## config.mk

```make
export PLATFORM = sky130hd
export DESIGN_NAME = obstacle_line_scheduler
export DESIGN_NICKNAME = d
export VERILOG_FILES = /design/src/rtl/obstacle_pkg.sv /design/src/rtl/obstacle_slot_matcher.sv /design/src/rtl/obstacle_line_scheduler.sv
export SDC_FILE = /design/constraint.sdc
export NUM_CORES = 1
export LEC_CHECK = 0
export ABC_AREA = 1
export BUFFER_PORTS_ARGS = -buffer_cell sky130_fd_sc_hd__buf_4
export CORE_MARGIN = 2
export CORE_UTILIZATION = 60
export CTS_CLUSTER_DIAMETER = 50
export CTS_CLUSTER_SIZE = 25
export DETAILED_ROUTE_END_ITERATION = 10
export GPL_ROUTABILITY_DRIVEN = 0
export GPL_TIMING_DRIVEN = 0
export MAX_ROUTING_LAYER = met4
export PLACE_DENSITY = 0.8
export SETUP_SLACK_MARGIN = 0.15
export SLEW_MARGIN = 15
export SYNTH_ARGS = -nofsm -noshare
export SYNTH_HDL_FRONTEND = slang
export SYNTH_SLANG_ARGS = --single-unit
```

## constraint.sdc

```tcl
create_clock -name sys_clk -period 5.35 [get_ports sys_clk]
set_input_delay 0.535 -clock sys_clk [delete_from_list [all_inputs] [get_ports sys_clk]]
set_output_delay 0.535 -clock sys_clk [all_outputs]
set_load 0.01 [all_outputs]
```

## src/rtl/obstacle_pkg.sv

```systemverilog
// Shared widths and scheduler state encoding for the obstacle display path.
package obstacle_pkg;

    localparam int SCREEN_WIDTH    = 10;
    localparam int PHY_WIDTH       = 14;
    localparam int OBSTACLE_WIDTH  = 10;
    localparam int OBSTACLE_HEIGHT = 20;

    typedef enum logic [1:0] {
        IDLE  = 2'd0,
        SCAN  = 2'd1,
        DRAIN = 2'd2,
        READY = 2'd3
    } state_t;

endpackage

```

## src/rtl/obstacle_slot_matcher.sv

```systemverilog
// Combinational horizontal match of pixel_x against the scheduled slots;
// the lowest-index valid slot covering the pixel wins.
module obstacle_slot_matcher
    import obstacle_pkg::*;
#(
    parameter int SLOT_NUM   = 4,
    parameter int SLOT_IDX_W = 2
) (
    input  logic [SLOT_NUM-1:0]              slot_valid,
    input  logic [SLOT_NUM*SCREEN_WIDTH-1:0] slot_sx,
    input  logic [SCREEN_WIDTH-1:0]          pixel_x,
    output logic                             hit,
    output logic [SLOT_IDX_W-1:0]            hit_idx,
    output logic [SCREEN_WIDTH-1:0]          rom_x
);

    logic [SCREEN_WIDTH:0] px;
    logic [SCREEN_WIDTH:0] sx;

    always_comb begin
        hit     = 1'b0;
        hit_idx = '0;
        rom_x   = '0;
        px      = {1'b0, pixel_x};
        sx      = '0;
        // Descending scan so the lowest matching index is the last one written.
        for (int i = SLOT_NUM - 1; i >= 0; i--) begin
            sx = {1'b0, slot_sx[i*SCREEN_WIDTH +: SCREEN_WIDTH]};
            if (slot_valid[i] && (px >= sx) &&
                (px < sx + (SCREEN_WIDTH+1)'(OBSTACLE_WIDTH))) begin
                hit     = 1'b1;
                hit_idx = SLOT_IDX_W'(i);
                rom_x   = pixel_x - sx[SCREEN_WIDTH-1:0];
            end
        end
    end

endmodule

```

## src/rtl/obstacle_line_scheduler.sv

```systemverilog
// Per-scanline obstacle scheduler: scans the position table in hblank, keeps
// up to SLOT_NUM obstacles for the next line, then renders them during video.
module obstacle_line_scheduler
    import obstacle_pkg::*;
#(
    parameter int OBSTACLE_NUM = 16,
    parameter int IDX_WIDTH    = 4,
    parameter int SLOT_NUM     = 4
) (
    input  logic                    sys_clk,
    input  logic                    sys_rst,
    input  logic                    line_start,
    input  logic [SCREEN_WIDTH-1:0] line_y,
    input  logic [PHY_WIDTH-1:0]    camera_y,
    input  logic [SCREEN_WIDTH-1:0] pixel_x,
    input  logic                    video_on,
    output logic                    rd_req,
    output logic [IDX_WIDTH-1:0]    rd_idx,
    input  logic                    rd_valid,
    input  logic [PHY_WIDTH-1:0]    rd_abs_x,
    input  logic [PHY_WIDTH-1:0]    rd_abs_y,
    output logic                    obstacle_on,
    output logic [SCREEN_WIDTH-1:0] obstacle_x_rom,
    output logic [SCREEN_WIDTH-1:0] obstacle_y_rom,
    output logic [PHY_WIDTH-1:0]    obstacle_abs_pos_x,
    output logic [PHY_WIDTH-1:0]    obstacle_abs_pos_y,
    output logic                    line_ready,
    output logic                    overflow
);

    localparam int SLOT_IDX_W = (SLOT_NUM > 1) ? $clog2(SLOT_NUM) : 1;

    state_t                               state_q, state_d;
    logic [IDX_WIDTH-1:0]                 idx_q, idx_d;
    logic                                 rd_pend_q, rd_pend_d;
    logic                                 overflow_q, overflow_d;
    logic [SLOT_NUM-1:0]                  slot_valid_q, slot_valid_d;
    logic [PHY_WIDTH-1:0]                 line_abs_y_q, line_abs_y_d;
    logic [SLOT_NUM-1:0][PHY_WIDTH-1:0]   slot_x_q, slot_x_d;
    logic [SLOT_NUM-1:0][PHY_WIDTH-1:0]   slot_y_q, slot_y_d;
    logic [SLOT_NUM*SCREEN_WIDTH-1:0]     slot_sx;

    logic                                 on_q, on_d;
    logic [SCREEN_WIDTH-1:0]              x_rom_q, x_rom_d, y_rom_q, y_rom_d;
    logic [PHY_WIDTH-1:0]                 pos_x_q, pos_x_d, pos_y_q, pos_y_d;

    logic                                 line_hit;
    logic                                 free_found;
    logic                                 m_hit;
    logic [SLOT_IDX_W-1:0]                m_idx;
    logic [SCREEN_WIDTH-1:0]              m_rom_x;

    // Range check widened by one bit so abs_y + HEIGHT never wraps.
    assign line_hit = ({1'b0, line_abs_y_q} >= {1'b0, rd_abs_y}) &&
                      ({1'b0, line_abs_y_q} <
                       {1'b0, rd_abs_y} + (PHY_WIDTH+1)'(OBSTACLE_HEIGHT));

    always_comb begin
        state_d      = state_q;
        idx_d        = idx_q;
        rd_pend_d    = 1'b0;
        overflow_d   = overflow_q;
        slot_valid_d = slot_valid_q;
        line_abs_y_d = line_abs_y_q;
        slot_x_d     = slot_x_q;
        slot_y_d     = slot_y_q;
        free_found   = 1'b0;
        if (line_start) begin
            state_d      = SCAN;
            idx_d        = '0;
            line_abs_y_d = camera_y + {{(PHY_WIDTH-SCREEN_WIDTH){1'b0}}, line_y};
            slot_valid_d = '0;
            overflow_d   = 1'b0;
        end else begin
            case (state_q)
                SCAN: begin
                    rd_pend_d = 1'b1;
                    idx_d     = idx_q + 1'b1;
                    if (idx_q == IDX_WIDTH'(OBSTACLE_NUM - 1)) state_d = DRAIN;
                end
                DRAIN:   state_d = READY;
                default: ;
            endcase
            // rd_pend_q marks a response to a read of the current scan only.
            if (rd_valid && rd_pend_q && line_hit) begin
                if (&slot_valid_q) begin
                    overflow_d = 1'b1;
                end else begin
                    for (int i = 0; i < SLOT_NUM; i++) begin
                        if (!slot_valid_q[i] && !free_found) begin
                            free_found      = 1'b1;
                            slot_valid_d[i] = 1'b1;
                            slot_x_d[i]     = rd_abs_x;
                            slot_y_d[i]     = rd_abs_y;
                        end
                    end
                end
            end
        end
    end

    always_comb begin
        for (int i = 0; i < SLOT_NUM; i++) begin
            slot_sx[i*SCREEN_WIDTH +: SCREEN_WIDTH] = slot_x_q[i][SCREEN_WIDTH-1:0];
        end
    end

    obstacle_slot_matcher #(
        .SLOT_NUM   (SLOT_NUM),
        .SLOT_IDX_W (SLOT_IDX_W)
    ) u_matcher (
        .slot_valid (slot_valid_q),
        .slot_sx    (slot_sx),
        .pixel_x    (pixel_x),
        .hit        (m_hit),
        .hit_idx    (m_idx),
        .rom_x      (m_rom_x)
    );

    always_comb begin
        on_d    = 1'b0;
        x_rom_d = '0;
        y_rom_d = '0;
        pos_x_d = '0;
        pos_y_d = '0;
        if ((state_q == READY) && video_on && m_hit) begin
            on_d    = 1'b1;
            x_rom_d = m_rom_x;
            y_rom_d = SCREEN_WIDTH'(line_abs_y_q - slot_y_q[m_idx]);
            pos_x_d = slot_x_q[m_idx];
            pos_y_d = slot_y_q[m_idx];
        end
    end

    always_ff @(posedge sys_clk) begin
        if (sys_rst) begin
            state_q      <= IDLE;
            idx_q        <= '0;
            rd_pend_q    <= 1'b0;
            overflow_q   <= 1'b0;
            slot_valid_q <= '0;
            on_q         <= 1'b0;
            x_rom_q      <= '0;
            y_rom_q      <= '0;
            pos_x_q      <= '0;
            pos_y_q      <= '0;
        end else begin
            state_q      <= state_d;
            idx_q        <= idx_d;
            rd_pend_q    <= rd_pend_d;
            overflow_q   <= overflow_d;
            slot_valid_q <= slot_valid_d;
            on_q         <= on_d;
            x_rom_q      <= x_rom_d;
            y_rom_q      <= y_rom_d;
            pos_x_q      <= pos_x_d;
            pos_y_q      <= pos_y_d;
        end
    end

    // Slot payload and line position are qualified by slot_valid/state.
    always_ff @(posedge sys_clk) begin
        line_abs_y_q <= line_abs_y_d;
        slot_x_q     <= slot_x_d;
        slot_y_q     <= slot_y_d;
    end

    assign rd_req             = (state_q == SCAN);
    assign rd_idx             = idx_q;
    assign line_ready         = (state_q == READY);
    assign overflow           = overflow_q;
    assign obstacle_on        = on_q;
    assign obstacle_x_rom     = x_rom_q;
    assign obstacle_y_rom     = y_rom_q;
    assign obstacle_abs_pos_x = pos_x_q;
    assign obstacle_abs_pos_y = pos_y_q;

endmodule

```

======== After elaboration in Yosys (flattened, before gate mapping) ========
Index checks and enable logic that the tools add are counted.
word-level totals
  logic and storage cells ................. 127
  output and inout port bits .............. 56
  input port bits ......................... 67
  bits in registers ....................... 187
cells by class
  multiplexer cells ....................... 33
  equal/unequal tests ..................... 6
  $lt $le $gt $ge ......................... 11
  add/subtract/negate cells ............... 12
  bitwise operators ....................... 4
  reduce and logical (&&, ||, !) cells .... 38
operators by type and width
  cell                                            count
  binary-select mux 14 bit (select 2 bit)         2
  subtractor 10 bit                               5
  adder 10 x 4 -> 11 bit (second input constant)  4
  < comparator 10 x 11 -> 1 bit                   4
  >= comparator 10 bit                            4
  two-way mux 10 bit                              4
  two-way mux 14 bit                              2
  AND reduction 4 bit                             5
  two-way mux 1 bit                               19
  logical AND 1 bit                               16
  adder 14 x 5 -> 15 bit (second input constant)  1
  < comparator 14 x 15 -> 1 bit                   1
  adder 14 x 10 -> 14 bit                         1
  >= comparator 14 bit                            1
  two-way mux 2 bit                               5
  AND reduction 3 bit                             3
  zero test 1 bit                                 6
  AND reduction 2 bit                             3
  AND reduction 5 bit                             1
  adder 4 x 1 -> 4 bit (second input constant)    1
  == test 2 bit (second input constant)           2
  == test 4 bit (second input constant)           1
  inverter 1 bit                                  4
  one-hot mux 2 bit (2 select lines)              1
  other kinds (7)                                 8

======== Logic depth before layout (Yosys ltp) ========
  depth in word-level cells ............... 21
  depth in mapped cells ................... 34
  gate-level depth less buffers ........... 32

======== Hierarchy ========
From an unflattened synthesis, not the netlist that was laid out.
second synthesis, totals
  cell total of the unflattened synthesis .. 1,439
  area, all modules ....................... 12,182.9 um2
by module, submodules not included
  module                   area an instance (um2)  seq. area each (um2)  instances  cells each
  obstacle_line_scheduler  8,170.3                 5,004.8               1          784
  obstacle_slot_matcher    4,012.6                 0.0                   1          655

======== Least setup slack after synthesis ========
No wires, ideal clock.
  path type ............................... input to register
  start ................................... input rd_abs_y[2]
  end ..................................... register slot_x_q, in the netlist slot_sx[0], enable pin
  setup time .............................. 0.448 ns
  cell stages on the path ................. 14
  path slack .............................. 0.458 ns
  data arrival time ....................... 4.444 ns
  buffers on the path ..................... 0
  required time ........................... 4.902 ns
  path through ............................ ha_1 -> nor2_1 -> nor2_1 -> nand4_1 -> nor2_1 -> xor2_1 -> ha_1 -> a21oi_1 -> o21ai_0 -> o211ai_1 -> a21boi_0 -> o21ai_0 -> nand3b_1 -> nor3_1
between the ends
  word-level cells in the longest chain between the ends .. 5
  elaborated cells on any way between the ends .. 6
  those cells by class .................... 1 x add/sub; 2 x order compare; 3 x reduce/logical
ends and longest elaborated chain
  what                                      line                            source
  from (decl)                               obstacle_line_scheduler.sv:21   input logic [PHY_WIDTH-1:0] rd_abs_y,
  adder 14 x 5 -> 15 bit                    obstacle_line_scheduler.sv:56   {1'b0, rd_abs_y} + (PHY_WIDTH+1)'(OBSTACLE_HEIGHT));
  < comparator 14 x 15 -> 1 bit             obstacle_line_scheduler.sv:55   ({1'b0, line_abs_y_q} <
  logical AND 1 bit (*)                     obstacle_line_scheduler.sv:54   assign line_hit = ({1'b0, line_abs_y_q} >= {1'b0, rd_abs_y}) &&
  logical AND 1 bit (*)                     obstacle_line_scheduler.sv:85   if (rd_valid && rd_pend_q && line_hit) begin
  AND reduction 4 bit (no source line) (*)  n/a
  to (signal assigned)                      obstacle_line_scheduler.sv:164  slot_x_q <= slot_x_d;
  to (decl)                                 obstacle_line_scheduler.sv:39   logic [SLOT_NUM-1:0][PHY_WIDTH-1:0] slot_x_q, slot_x_d;
Mark *: on every way between the ends. The rest lies on a longest branch, timed or not.
A chain may end at the register's enable or synchronous reset.

======== Worst setup path in the final report ========
  start ................................... register slot_x_q, in the netlist slot_sx[1]
  end ..................................... register y_rom_q[8] (netlist: obstacle_y_rom[8])
between the ends
  word-level cells in the longest chain between the ends .. 7
  elaborated cells on any way between the ends .. 13
  those cells by class .................... 2 x add/sub; 2 x order compare; 4 x mux; 1 x bitwise; 4 x reduce/logical
ends and longest elaborated chain
  what                                                                                 line                                                            source
  adder 10 x 4 -> 11 bit / >= comparator 10 bit (equally long branches)                obstacle_slot_matcher.sv:30, obstacle_slot_matcher.sv:29
  < comparator 10 x 11 -> 1 bit / logical AND 1 bit (equally long branches)            obstacle_slot_matcher.sv:30, obstacle_slot_matcher.sv:29
  logical AND 1 bit (*)                                                                obstacle_slot_matcher.sv:29                                     if (slot_valid[i] && (px >= sx) &&
  two-way mux 2 bit / two-way mux 1 bit (equally long branches)                        obstacle_slot_matcher.sv:29
  binary-select mux 14 bit (select 2 bit) / logical AND 1 bit (equally long branches)  obstacle_line_scheduler.sv:129, obstacle_line_scheduler.sv:126
  two-way mux 14 bit / inverter 1 bit (equally long branches)                          n/a
  subtractor 10 bit / OR reduction 2 bit (equally long branches)                       n/a
  to (signal assigned)                                                                 obstacle_line_scheduler.sv:155                                  y_rom_q <= y_rom_d;
  to (decl)                                                                            obstacle_line_scheduler.sv:44                                   logic [SCREEN_WIDTH-1:0] x_rom_q, x_rom_d, y_rom_q, y_rom_d;
Mark *: on every way between the ends. The rest lies on a longest branch, timed or not. The select of a mux whose other input is x is not followed.

==> flow_metrics.py <==
metrics = {
    "worst_setup_path": {
        "crit_arrival_ns": 5.13,
        "crit_end": "obstacle_y_rom[8]",
        "criticalPathCategory": "flip-flop to flip-flop",
        "rrSetupSlack_ns": 0.55,
        "crit_fanout": 10,
        "startpoint": "slot_sx[1]",
        "r2r_end": "obstacle_y_rom[8]",
        "cp.required_ns": 5.68,
        "r2r_cells": 22,
        "end_kind": "flip-flop",
        "regToRegStartpoint": "slot_sx[1]",
        "cp-start-kind": "flip-flop",
    },
    "yosys": {
        "synth-adder-area-share_pct": 14.76,
        "avgSynthCellArea_um2": 8.965,
        "yosysSeqAreaShare_pct": 43.54,
        "synth_top_area_share_pct": 32.92,
        "ys_types": 51,
        "mappedNetlistNets": 1481,
        "yosysTopAreaCell": "edfxtp_1",
        "ys.flop_type": "edfxtp_1",
        "yosys.area_share.simple_pct": 17.72,
        "synth_cells": 1282,
        "synth_edf_count": 126,
        "synth_compound_area_share_pct": 12.33,
        "synthTopCellsByCount": "195 x nand2_1, 157 x nor2_1, 141 x inv_1",
        "synthXorXnorAreaFrac_pct": 5.715,
        "synth-seq-cells": 187,
        "syn-cell-area_um2": 11490,
        "synth_top_family_by_area": "simple AND/OR/NAND/NOR gates",
        "async_flop_share_pct": 0,
        "yosysWarnings": 0,
        "yosys-top-cells-area": "edfxtp_1 33%, ha_1 14%, dfxtp_1 11%",
        "muxShareOfSynthArea_pct": 0,
        "synth_most_common_cell": "nand2_1",
    },
    "sta": {
        "tightest_slew_ns": 0.7590,
        "setup_slack_ns": 0.5478,
        "fin_skew_ns": 0.007777,
        "setup_viol": 0,
        "min_period_ns": 4.802,
        "rsz0062_at_grt": "false",
        "drv_slew": 0,
        "hold_viol": 0,
        "fmax_mhz": 208.2,
        "max-slew-margin-rel_pct": 49.40,
        "finalCritPeriodShare_pct": 89.76,
    },
    "routing": {
        "vias": 9607,
        "routed-wl-met2_um": 13850,
        "antenna_left": 0,
        "dr.pass1.iters": 5,
        "drt_iter0_markers": 823,
        "wl_met3_um": 2931,
        "drt_wl_total_um": 30160,
        "drt-wirelength-per-cell_um": 18.00,
        "routed.top_layer": "met4",
        "viasPerCell": 5.732,
        "wirelength_met1_um": 12540,
        "drc_errors": 0,
    },
    "global_routing": {
        "overflow": 0,
        "antenna_found_initial": 0,
        "grt_pass1_vias": 9125,
        "grt_usage_pct": 31.30,
        "grt_start_max_net_pins": 20,
        "grt_pass1_wl_um": 47020,
    },
    "finish": {
        "antennaDiodeCount": 0,
        "final_core_util_pct": 71.21,
        "nets": 1628,
        "drive_gt1_share_pct": 14.56,
        "syn2layout_area_growth_pct": 16.29,
        "multi_input_area_um2": 5836,
        "fin_area_um2": 13370,
        "fillers": 1416,
        "seqCellArea_um2": 5005,
    },
    "floorplan": {
        "coreArea_um2": 18770,
        "dieArea_um2": 20280,
        "die_w_um": 142.4,
        "initial_core_util_pct": 61.24,
        "boundaryPins": 123,
        "die-height_um": 142.4,
        "rows": 50,
    },
    "pwr": {
        "powerDensity_nw_per_um2": 234.9,
        "leakage_nw": 5.963,
        "peakVddDrop_uv": 223.4,
    },
    "clock_tree": {
        "numCtsBuffers": 17,
        "clock_latency_ns": 0.43,
        "cts_resized": 0,
        "cts_tree": "yes",
        "clockBufferDepth": 2,
        "cts_hold_buf": 0,
        "clock_sinks": 187,
        "cts.htree.levels": 4,
        "clkTransAtPathRegs_ns": 0.06,
        "postCtsSetupBuffers": 0,
        "cts-root-buf": "clkbuf_16",
    },
    "flow_run": {
        "drv_cap": 0,
    },
    "placement": {
        "hpwlAfterDp_um": 22930,
        "port_buffers": 122,
        "place_ws_ns": 0.7317,
        "placed_cell_area_um2": 12840,
    },
    "worst_hold_path": {
        "min_path_type": "input pin to flip-flop",
    },
    "outcome": {
        "status": "finished clean",
    },
}
==> worst min-delay path by stage <==
stage	startpoint	endpoint	depth (start not counted)
after global placement	overflow	overflow	2
after detailed placement	overflow	overflow	2
after CTS	sys_rst	state_q[0]	2
after global routing	sys_rst	state_q[0]	2
final	sys_rst	state_q[0]	2
after floorplan	slot_valid_q[3]	slot_valid_q[3]	2
==> sequential cells by signal, summed over array words and instances (netlist names), 10 cells and up <==
signal and count:
obstacle_abs_pos_x 14, obstacle_x_rom 10, slot_x_q 16, slot_sx 40, slot_y_q 56, line_abs_y_q 14
obstacle_abs_pos_y 14, obstacle_y_rom 10
==> worst max-delay path, cell delays in order (launching register included) <==
cell and delay, ns:
edfxtp_1 0.48, ha_1 0.23, o21ai_0 0.13, nor3_1 0.35, nand3_1 0.14, xor2_1 0.17, ha_1 0.31, nand4_1 0.13
inv_1 0.07, nand3_1 0.12, nand3_4 0.19, nand2_2 0.15, nor2_8 0.20, clkbuf_1 0.37, o21ai_0 0.18, o32a_1 0.22
ha_1 0.36, a21oi_1 0.35, o21bai_1 0.10, a21oi_1 0.24, nand3_2 0.10, nand2_1 0.06, nor2_1 0.03
==> report_power, final <==
| group | total (mW) | internal (mW) | switching, mW |
|---|---|---|---|
| clock network | 1.14 | 0.592 | 0.545 |
| registers | 1.59 | 1.56 | 0.0249 |
| logic | 0.415 | 0.172 | 0.243 |
==> cell usage in the layout, fill, tap and decap left out, drive strengths merged, types with 14 or more instances in the layout <==
| master | instances |
|---|---|
| nor3 | 14 |
| buf | 140 |
| a21oi | 121 |
| o21ai | 81 |
| clkbuf | 29 |
| nand2 | 208 |
| xnor2 | 15 |
| inv | 150 |
| dfxtp | 61 |
| edfxtp | 126 |
| nor2 | 162 |
| nand3 | 50 |
| xor2 | 60 |
| ha | 126 |
==> per-stage QoR <==
| step | std cells | setup TNS, ns | power (mW) | hold slack (ns) |
|---|---|---|---|---|
| final | 1676 | 0 | 3.139 | 0.2673 |
| after CTS | 1676 | 0 | 3.138 | 0.2592 |
| after global routing | 1676 | 0 | 3.250 | 0.2690 |
| after floorplan | 1282 | 0 | 1.876 | 0.4639 |
| after detailed placement | 1644 | 0 | 2.024 | 0.4683 |
| after global placement | 1638 | -51.83 | 2.005 | 0.4387 |
==> area by class of cell <==
cell class                 instances  area share, %
buffer                            24         0.8706
inverter                         149          4.222
clock buffer                      17          3.183
multi-input combinational        922          43.66
timing repair buffer             128          7.667
clock inverter                    15         0.7583
tap                              234          2.191
sequential                       187          37.45
==> logic make-up (layout without fill, tap and decap cells) <==
family,after synthesis,in the layout
and+or+nand+nor,461,461
adders and majority gates,132,132
buffers and inverters,173,333
AOI/OAI and AO/OA,254,254
DFF,187,187
xor gates and xnor gates,75,75
==> layer usage <==
layer | up-vias | global-route usage [%]
met5 | - | -
met4 | 0 | 10.16
met3 | 74 | 6.561
met2 | 473 | 49.00
met1 | 4391 | 41.07
li1 | 4669 | -
(Power assumes the default switching activity.)
